==> config.mk <==
export PLATFORM = sky130hd
export DESIGN_NAME = glyph_blitter
export DESIGN_NICKNAME = d
export VERILOG_FILES = /design/src/rtl/glyph_blitter.sv
export SDC_FILE = /design/constraint.sdc
export NUM_CORES = 1
export LEC_CHECK = 0
export CAP_MARGIN = 10
export CORE_MARGIN = 5
export CORE_UTILIZATION = 45
export CTS_CLUSTER_DIAMETER = 50
export DETAILED_ROUTE_END_ITERATION = 8
export GPL_TIMING_DRIVEN = 1
export MAX_ROUTING_LAYER = met4
export PLACE_DENSITY_LB_ADDON = 0.08
export SYNTH_ARGS = -nofsm -noshare
export SYNTH_HDL_FRONTEND = slang
export SYNTH_SLANG_ARGS = --single-unit
==> constraint.sdc <==
create_clock -name clk -period 5.1 [get_ports clk]
set_input_delay 1.275 -clock clk [delete_from_list [all_inputs] [get_ports clk]]
set_output_delay 1.275 -clock clk [all_outputs]
set_load 0.01 [all_outputs]
==> src/rtl/glyph_blitter.sv <==
// Copies one rectangular glyph from a synchronous sprite ROM into the frame buffer,
// one pixel per clock, skipping transparent pixels and clipping to the frame.
module glyph_blitter #(
  parameter int SHEET_W = 160,
  parameter int FB_W    = 160,
  parameter int FB_H    = 120,
  parameter int PIX_W   = 12,
  parameter logic [PIX_W-1:0] KEY = '0
) (
  input  logic             clk,
  input  logic             rst,
  input  logic             start,
  input  logic [7:0]       src_h,
  input  logic [6:0]       src_v,
  input  logic [7:0]       dst_h,
  input  logic [6:0]       dst_v,
  input  logic [5:0]       width,
  input  logic [5:0]       height,
  output logic             busy,
  output logic             done,
  output logic [15:0]      rom_addr,
  input  logic [PIX_W-1:0] rom_data,
  output logic             fb_we,
  output logic [14:0]      fb_addr,
  output logic [PIX_W-1:0] fb_data,
  output logic [1:0]       dbg_state
);

  localparam logic [1:0] S_IDLE  = 2'd0;
  localparam logic [1:0] S_RUN   = 2'd1;
  localparam logic [1:0] S_DRAIN = 2'd2;
  localparam logic [1:0] S_FIN   = 2'd3;

  logic [1:0]  state_q, state_d;
  logic [7:0]  src_h_q, src_h_d;
  logic [6:0]  src_v_q, src_v_d;
  logic [7:0]  dst_h_q, dst_h_d;
  logic [6:0]  dst_v_q, dst_v_d;
  logic [5:0]  width_q, width_d;
  logic [5:0]  height_q, height_d;
  logic [5:0]  x_q, x_d;
  logic [5:0]  y_q, y_d;
  logic        valid_q, valid_d;
  logic [8:0]  dx_q, dx_d;
  logic [7:0]  dy_q, dy_d;
  logic [14:0] fb_addr_q, fb_addr_d;

  logic [15:0] rom_lin;
  logic [8:0]  cur_dx;
  logic [7:0]  cur_dy;

  // Destination coordinates are one bit wider than the inputs so that
  // glyphs running off the right/bottom edge clip instead of wrapping.
  assign cur_dx  = {1'b0, dst_h_q} + 9'(x_q);
  assign cur_dy  = {1'b0, dst_v_q} + 8'(y_q);
  assign rom_lin = 16'((32'(src_v_q) + 32'(y_q)) * SHEET_W + 32'(src_h_q) + 32'(x_q));

  always_comb begin
    state_d   = state_q;
    src_h_d   = src_h_q;
    src_v_d   = src_v_q;
    dst_h_d   = dst_h_q;
    dst_v_d   = dst_v_q;
    width_d   = width_q;
    height_d  = height_q;
    x_d       = x_q;
    y_d       = y_q;
    valid_d   = 1'b0;
    dx_d      = dx_q;
    dy_d      = dy_q;
    fb_addr_d = fb_addr_q;
    case (state_q)
      S_IDLE: begin
        if (start) begin
          src_h_d  = src_h;
          src_v_d  = src_v;
          dst_h_d  = dst_h;
          dst_v_d  = dst_v;
          width_d  = width;
          height_d = height;
          x_d      = '0;
          y_d      = '0;
          state_d  = (width == 6'd0 || height == 6'd0) ? S_FIN : S_RUN;
        end
      end
      S_RUN: begin
        valid_d   = 1'b1;
        dx_d      = cur_dx;
        dy_d      = cur_dy;
        fb_addr_d = 15'(32'(cur_dy) * FB_W + 32'(cur_dx));
        if (x_q == width_q - 6'd1) begin
          x_d = '0;
          if (y_q == height_q - 6'd1) state_d = S_DRAIN;
          else y_d = y_q + 6'd1;
        end else begin
          x_d = x_q + 6'd1;
        end
      end
      S_DRAIN: state_d = S_FIN;
      S_FIN:   state_d = S_IDLE;
      default: state_d = S_IDLE;
    endcase
  end

  always_ff @(posedge clk or posedge rst) begin
    if (rst) begin
      state_q   <= S_IDLE;
      src_h_q   <= '0;
      src_v_q   <= '0;
      dst_h_q   <= '0;
      dst_v_q   <= '0;
      width_q   <= '0;
      height_q  <= '0;
      x_q       <= '0;
      y_q       <= '0;
      valid_q   <= 1'b0;
      dx_q      <= '0;
      dy_q      <= '0;
      fb_addr_q <= '0;
    end else begin
      state_q   <= state_d;
      src_h_q   <= src_h_d;
      src_v_q   <= src_v_d;
      dst_h_q   <= dst_h_d;
      dst_v_q   <= dst_v_d;
      width_q   <= width_d;
      height_q  <= height_d;
      x_q       <= x_d;
      y_q       <= y_d;
      valid_q   <= valid_d;
      dx_q      <= dx_d;
      dy_q      <= dy_d;
      fb_addr_q <= fb_addr_d;
    end
  end

  // Write stage sees the ROM word for the pixel captured in the pipeline register.
  assign fb_we     = valid_q && (rom_data != KEY) && (32'(dx_q) < FB_W) && (32'(dy_q) < FB_H);
  assign fb_addr   = fb_addr_q;
  assign fb_data   = rom_data;
  assign rom_addr  = (state_q == S_RUN) ? rom_lin : '0;
  assign busy      = (state_q == S_RUN) || (state_q == S_DRAIN);
  assign done      = (state_q == S_FIN);
  assign dbg_state = state_q;

endmodule

==> results of run 1 <==
-- how the worst max path moves through the flow --
stage / start / endpoint / slack [ps]
finish: src_v_q[0] / rom_addr[14] / -140
global route: src_v_q[0] / rom_addr[13] / -340
CTS: y_q[0] / rom_addr[15] / -170
detailed placement: src_v_q[0] / rom_addr[13] / -530
global placement: src_v_q[0] / rom_addr[13] / -390
floorplan: y_q[0] / rom_addr[13] / 70
-- metrics by stage --
step	worst slack [ps]	hold WS (ps)	util
6_report	-145	490	0.605
5_1_grt	-337	514	0.605
4_1_cts	-167	491	0.597
3_5_place_dp	-532	478	0.562
3_3_place_gp	-386	462	0.562
2_1_floorplan	71.3	447	-
-- flip-flops by register name, indices dropped and copies added (netlist names), 7 cells and up --
| signal | cells |
|---|---|
| fb_addr | 10 |
| src_v_q | 7 |
| dx_q | 9 |
| src_h_q | 8 |
| dst_h_q | 8 |
| dst_v_q | 7 |
-- what timing repair did --
item	in CTS	in global routing
setup endpoints to repair	7	7
pin swaps	24	24
setup buffers	6	4
resized for setup	49	17
endpoints found under the hold margin	0	0
-- cell families after synthesis --
kind of cell | synth area share
AO/OA/AOI/OAI | 0.149
XOR/XNOR | 0.0636
adder cells (fa/ha/maj) | 0.163
buffers and inverters | 0.0575
flip-flops | 0.330
multiplexers | 0.0989
AND/OR/NAND/NOR | 0.137
-- tightest hold or removal path, stage by stage, from the launching register on --
cell and delay, ps:
dfrtp_1 340, nand2_1 50, o31ai_1 60
-- final cells by class --
cell class / instances / area share
Tap cell: 176 / 0.0274
Multi-Input combinational cell: 479 / 0.491
Sequential cell: 81 / 0.252
Inverter: 41 / 0.0193
Clock buffer: 9 / 0.0280
Clock inverter: 7 / 0.0132
Timing Repair Buffer: 149 / 0.169
-- layout by cell type, fill, tap and decap left out, drive strengths merged, types with 3 or more instances in the layout --
master and n:
a211oi 7, buf 50, nand3 6, mux2 53, o31ai 6, a221oi 3
nor3 13, a21o 9, nor4 8, nand2 32, o211ai 7, a21oi 37
or3 9, or4 5, ha 67, o21a 11, a21boi 3, xor2 15
clkbuf 10, and2 6, xnor2 27, and3 7, o21bai 3, dfrtp 81
nor2b 14, o21ai 24, clkdlybuf4s50 97, o2111ai 4, fa 8, a31oi 6
inv 44, or2 3, nor2 53, nand4 7
-- per-layer routing --
layer  wire, um  track usage  up-vias  share of wire
met4        191       0.0568        0          0.012
li1           -            -     2525              -
met5          0            -        -              0
met1       7210        0.255     2482           0.47
met3        750       0.0311       19          0.049
met2       7190        0.323      146           0.47
==> summary.md, run 1 <==
| Metric | Value |
|---|---|
| Worst path max stage delay | 400 ps |
| Synth area leader | dfrtp_1 |
| Finished Cell Area | 0.00805 mm^2 |
| Num CTS Buffers | 9 |
| Layout cells sized above 1 | 0.210 |
| Placed Area | 0.00747 mm^2 |
| TritonCTS clock tree | done |
| Row count | 42 |
| Mapped Cells | 635 |
| Worst R2R Start | y_q[0] |
| Post-route setup slack | -145 ps |
| Aggregate global routing overflow | 0 |
| Crit path cell chain | ha_2, fa_2, a21o_1, a21oi_2, o21bai_1, a21oi_2, xnor2_2, xor2_1, ha_2, o21a_1, or3_4, and3_4, a311o_1, a21oi_2, buf_2 |
| Synth-to-Final Area Change | 31.1% |
| Cell Area, Synth | between 0.006 and 0.007 mm^2 |
| DR vias/cell | 5.49 |
| Yosys top cell area share | 0.330 |
| # fillers | 1,158 |
| Clock Skew | 11.9 ps |
| Initial core utilization | 0.462 |
| Slew Viols, Final | 0 |
| Most frequent cell after synthesis | dfrtp_1 |
| Vias in the first global route | 5,329 |
| I/O pins | ~110 |
| Synth unique cells | 56 |
| N_diodes | 0 |
| Syn_nets | around 770 |
| Final number of setup-violating endpoints | 3 |
| GPL Wtd Cong | 0.837 |
| Multi-input logic area | 0.00395 mm^2 |
| Initial DRC count | 249 |
| Via count | 5,172 |
| Critical path launch point type | flip-flop |
| Critical path depth in cells | 15 |
| Final TNS setup | -307 ps |
| CP dominant cell by count | a21oi_2 |
| First-pass GRT wire length | between 20,000 and 30,000 um |
| Non-Filler Instances | 942 |
| HPWL Detailed | 11,600 um |
| Worst-path clk slew | 60 ps |
| # port buffers | around 100 |
| H-tree levels | 3 |
| Register area | 0.00203 mm^2 |
| Synth warnings | 0 |
| Crit path time final | 5240 ps |
| Register bit total from synthesis | 81 |
| Cell total after placement | about 920 |
| CP max-delay cell | or3_4 |
| Initial antenna violation count | 0 |
| Die X | about 130 um |
| GRT Util Overall | 0.198 |
| Final Hold Vio Count | 0 |
| RSZ-0062 raised after global routing | yes |
| Period utilization | 1.03 |
| Antenna-violating nets left | 0 |
| EDFF count, synth | 0 |
| Die ar. | roughly 0.016 mm^2 |
| Most frequent cells after synthesis | 81 x dfrtp_1, 67 x ha_1, 53 x mux2_2, 53 x nor2_1, 41 x inv_1 |
| Largest cells by area after synthesis | dfrtp_1 33%, ha_1 14%, mux2_2 9.7% |
| Failing checks | negative setup slack |
| Setup CP Type | reg -> out |
| Pre-Repair DR Iteration Count | 6 |
| Worst r2r dst | fb_addr[14] |
| Worst-margin pin slew | just under 1000 ps |
| Worst-case clock buffer depth | 2 |
| WP data required | approximately 3800 ps |
| Max Cap Viol | 0 |
| Clk sinks | 81 |
| Status | finished with violations |
| Largest net degree at the start of global routing | 57 |
| Worst r2r path cells | 16 |
| Hold_sp | dx_q[6] |
| Worst path buffer plus inverter count | 1 |
| Worst hold path type | reg -> reg |
| Nets | 893 |
| Syn_area_per_cell | 9.66 um^2 |
| Worst path top cell family by delay | compound AO/OA/AOI/OAI gates |
| DR DRC count | 0 |
| CP Capture Type | output pin |
| Worst relative slew slack | 0.341 |
| Crit-path max FO | 4 |
| Die height | between 100 and 150 um |
| Hold path cells | 2 |
| Final WL | between 15,000 and 20,000 um |
| Routed wire per std cell | approximately 16 um |
| Top_reg_cell synth | dfrtp_1 |
| Root Buffer | clkbuf_16 |
| Max Freq | around 0.19 GHz |
| Hold endpoint | dx_q[6] |
| Clk Latency, worst-skew pair | 340 ps |
| Reg-to-reg setup timing slack | 970 ps |
| Worst EP arrival | 3970 ps |
| Seq/Total Area, Yosys | 0.330 |
| Hold Buf Count CTS | 0 |
| Core Area | 0.0133 mm^2 |
| Asr flop ratio synth | 1.00 |
Power of run 1 is not shown: default switching activity piles up to over one toggle a cycle in this logic, so the estimate is an artifact.
==> run 2, diff against run 1 <==
--- a/config.mk
+++ b/config.mk
@@ -7,7 +7,7 @@
 export LEC_CHECK = 0
 export CAP_MARGIN = 10
 export CORE_MARGIN = 5
-export CORE_UTILIZATION = 45
+export CORE_UTILIZATION = 32
 export CTS_CLUSTER_DIAMETER = 50
 export DETAILED_ROUTE_END_ITERATION = 8
 export GPL_TIMING_DRIVEN = 1
==> summary.md, run 2 (same netlist as run 1, synthesis figures left out) <==
| Metric | Value |
|---|---|
| Status | finished with violations |
| Failing checks | negative setup slack |
| Worst-case clock buffer depth | 2 |
| WP data required | 3830 ps |
| Placed Area | 0.00758 mm^2 |
| Core Area | approximately 0.019 mm^2 |
| Final WL | 16,100 um |
| Most common cell after layout, fill and taps aside | clkdlybuf4s50_1 |
| Crit-path max FO | 3 |
| Max Cap Viol | 0 |
| Synth-to-Final Area Change | 32.6% |
| Die ar. | 0.0220 mm^2 |
| Die height | approximately 150 um |
| Final number of setup-violating endpoints | 5 |
| Clk Latency, worst-skew pair | between 300 and 400 ps |
| Row count | 50 |
| RSZ-0062 raised after global routing | yes |
| Vias in the first global route | between 5,000 and 6,000 |
| Initial core utilization | 0.327 |
| Clock Skew | 7.95 ps |
| Slew Viols, Final | 0 |
| Initial DRC count | 157 |
| Clk sinks | 81 |
| Layout cells sized above 1 | 0.214 |
| # port buffers | 104 |
| H-tree levels | 3 |
| TritonCTS clock tree | done |
| Final TNS setup | -407 ps |
| Critical path launch point type | flip-flop |
| Largest net degree at the start of global routing | 56 |
| Root Buffer | clkbuf_16 |
| Hold Buf Count CTS | 0 |
| Worst-path clk slew | 60 ps |
| Routed wire per std cell | 16.0 um |
| I/O pins | 105 |
| Nets | 898 |
| Period utilization | 1.02 |
| Aggregate global routing overflow | 0 |
| Worst-margin pin slew | 811 ps |
| Worst relative slew slack | 0.459 |
| Post-route setup slack | -115 ps |
| N_diodes | 0 |
| Setup CP Type | reg -> out |
| Num CTS Buffers | 9 |
| Worst hold path type | reg -> reg |
| Max Freq | 0.192 GHz |
| Pre-Repair DR Iteration Count | 4 |
| Max FFs per register | 10 |
| HPWL Detailed | about 12,000 um |
| Commonest cells after routing, fill and taps aside | 97 x clkdlybuf4s50_1, 81 x dfrtp_1, 62 x ha_1, 53 x mux2_2, 51 x nor2_1 |
| Antenna-violating nets left | 0 |
| WHS | 500 ps |
| CP max-delay cell | dfrtp_1 |
| DR vias/cell | 5.03 |
| CP dominant cell by count | a21oi_4 |
| Crit path cell chain | ha_2, fa_2, a21o_1, a21oi_4, xnor2_2, and2_1, or2_4, inv_1, ha_4, a21oi_4, buf_4, o211ai_1, a221oi_2, nand4_1, nor4_2, o21a_1, buf_2 |
| First-pass GRT wire length | 26,100 um |
| Crit path time final | 5210 ps |
| Non-Filler Instances | 1,005 |
| GPL Wtd Cong | 0.777 |
| Final Hold Vio Count | 0 |
| Initial antenna violation count | 0 |
| Cell total after placement | 978 |
| Die X | approximately 150 um |
| Via count | slightly above 5,000 |
| Worst path max stage delay | 380 ps |
| GRT Util Overall | 0.151 |
| Worst EP arrival | 3940 ps |
| Finished Cell Area | just over 0.008 mm^2 |
| CP Capture Type | output pin |
| DR DRC count | 0 |
## run 2: layout make-up
type | count | area, um^2
fillers | 1790 | 10600
multi-input cells | 479 | 3980
flip-flops and latches | 81 | 2030
repair buffers | 154 | 1400
well taps | 234 | 293
clock buffers | 10 | 239
inverters | 41 | 155
clock inverters | 6 | 42.5
## run 2: critical path: cells and delay by family, from the launching register on
kind	cells	cell delay (ps)
xor gates and xnor gates	1	90
and+or+nand+nor	4	830
DFF	1	380
buffers and inverters	3	370
adders and majority gates	3	780
AOI/OAI and AO/OA	6	1150
## run 2: metrics by stage
step                setup slack [ps]   util
detailed placement              -478  0.404
global placement                -364  0.404
global route                    -368  0.434
CTS                             -129  0.429
finish                          -115  0.434
floorplan                       71.3      -
## run 2: what timing repair did
action                                  CTS  global route
setup buffers                             9             2
pin swaps                                22            17
endpoints found under the setup margin    7             7
gates resized for setup                  47            14
## run 2: per-layer routing
layer	vias up	part of all wire	wire length, um	global-route usage
met4	0	0.014	221	0.0453
met5	-	0	0	-
met2	103	0.46	7370	0.241
met3	16	0.042	670	0.0265
li1	2526	-	-	-
met1	2411	0.49	7810	0.198
## run 2: final timing paths
kind / start / endpoint / slack (ps) / cells after the start
worst max-delay path: src_v_q[0] / rom_addr[15] / -110 / 17
worst min-delay path: dx_q[5] / dx_q[5] / 500 / 1
worst max register to register: y_q[0] / fb_addr[14] / 960 / 16
worst min register to register: dx_q[5] / dx_q[5] / 500 / 1
max in group asynchronous: rst / src_h_q[2] / 2750 / 3
min in group asynchronous: rst / dst_h_q[2] / 1250 / 2
Power of run 2 is left out for the same reason.
==> run 3, diff against run 2 <==
--- a/config.mk
+++ b/config.mk
@@ -13,6 +13,7 @@
 export GPL_TIMING_DRIVEN = 1
 export MAX_ROUTING_LAYER = met4
 export PLACE_DENSITY_LB_ADDON = 0.08
+export SLEW_MARGIN = 20
 export SYNTH_ARGS = -nofsm -noshare
 export SYNTH_HDL_FRONTEND = slang
 export SYNTH_SLANG_ARGS = --single-unit
==> results of run 3 <==
No change in the layout: final DEF, timing and power equal those of run 2.
Power of run 3 is left out for the same reason.
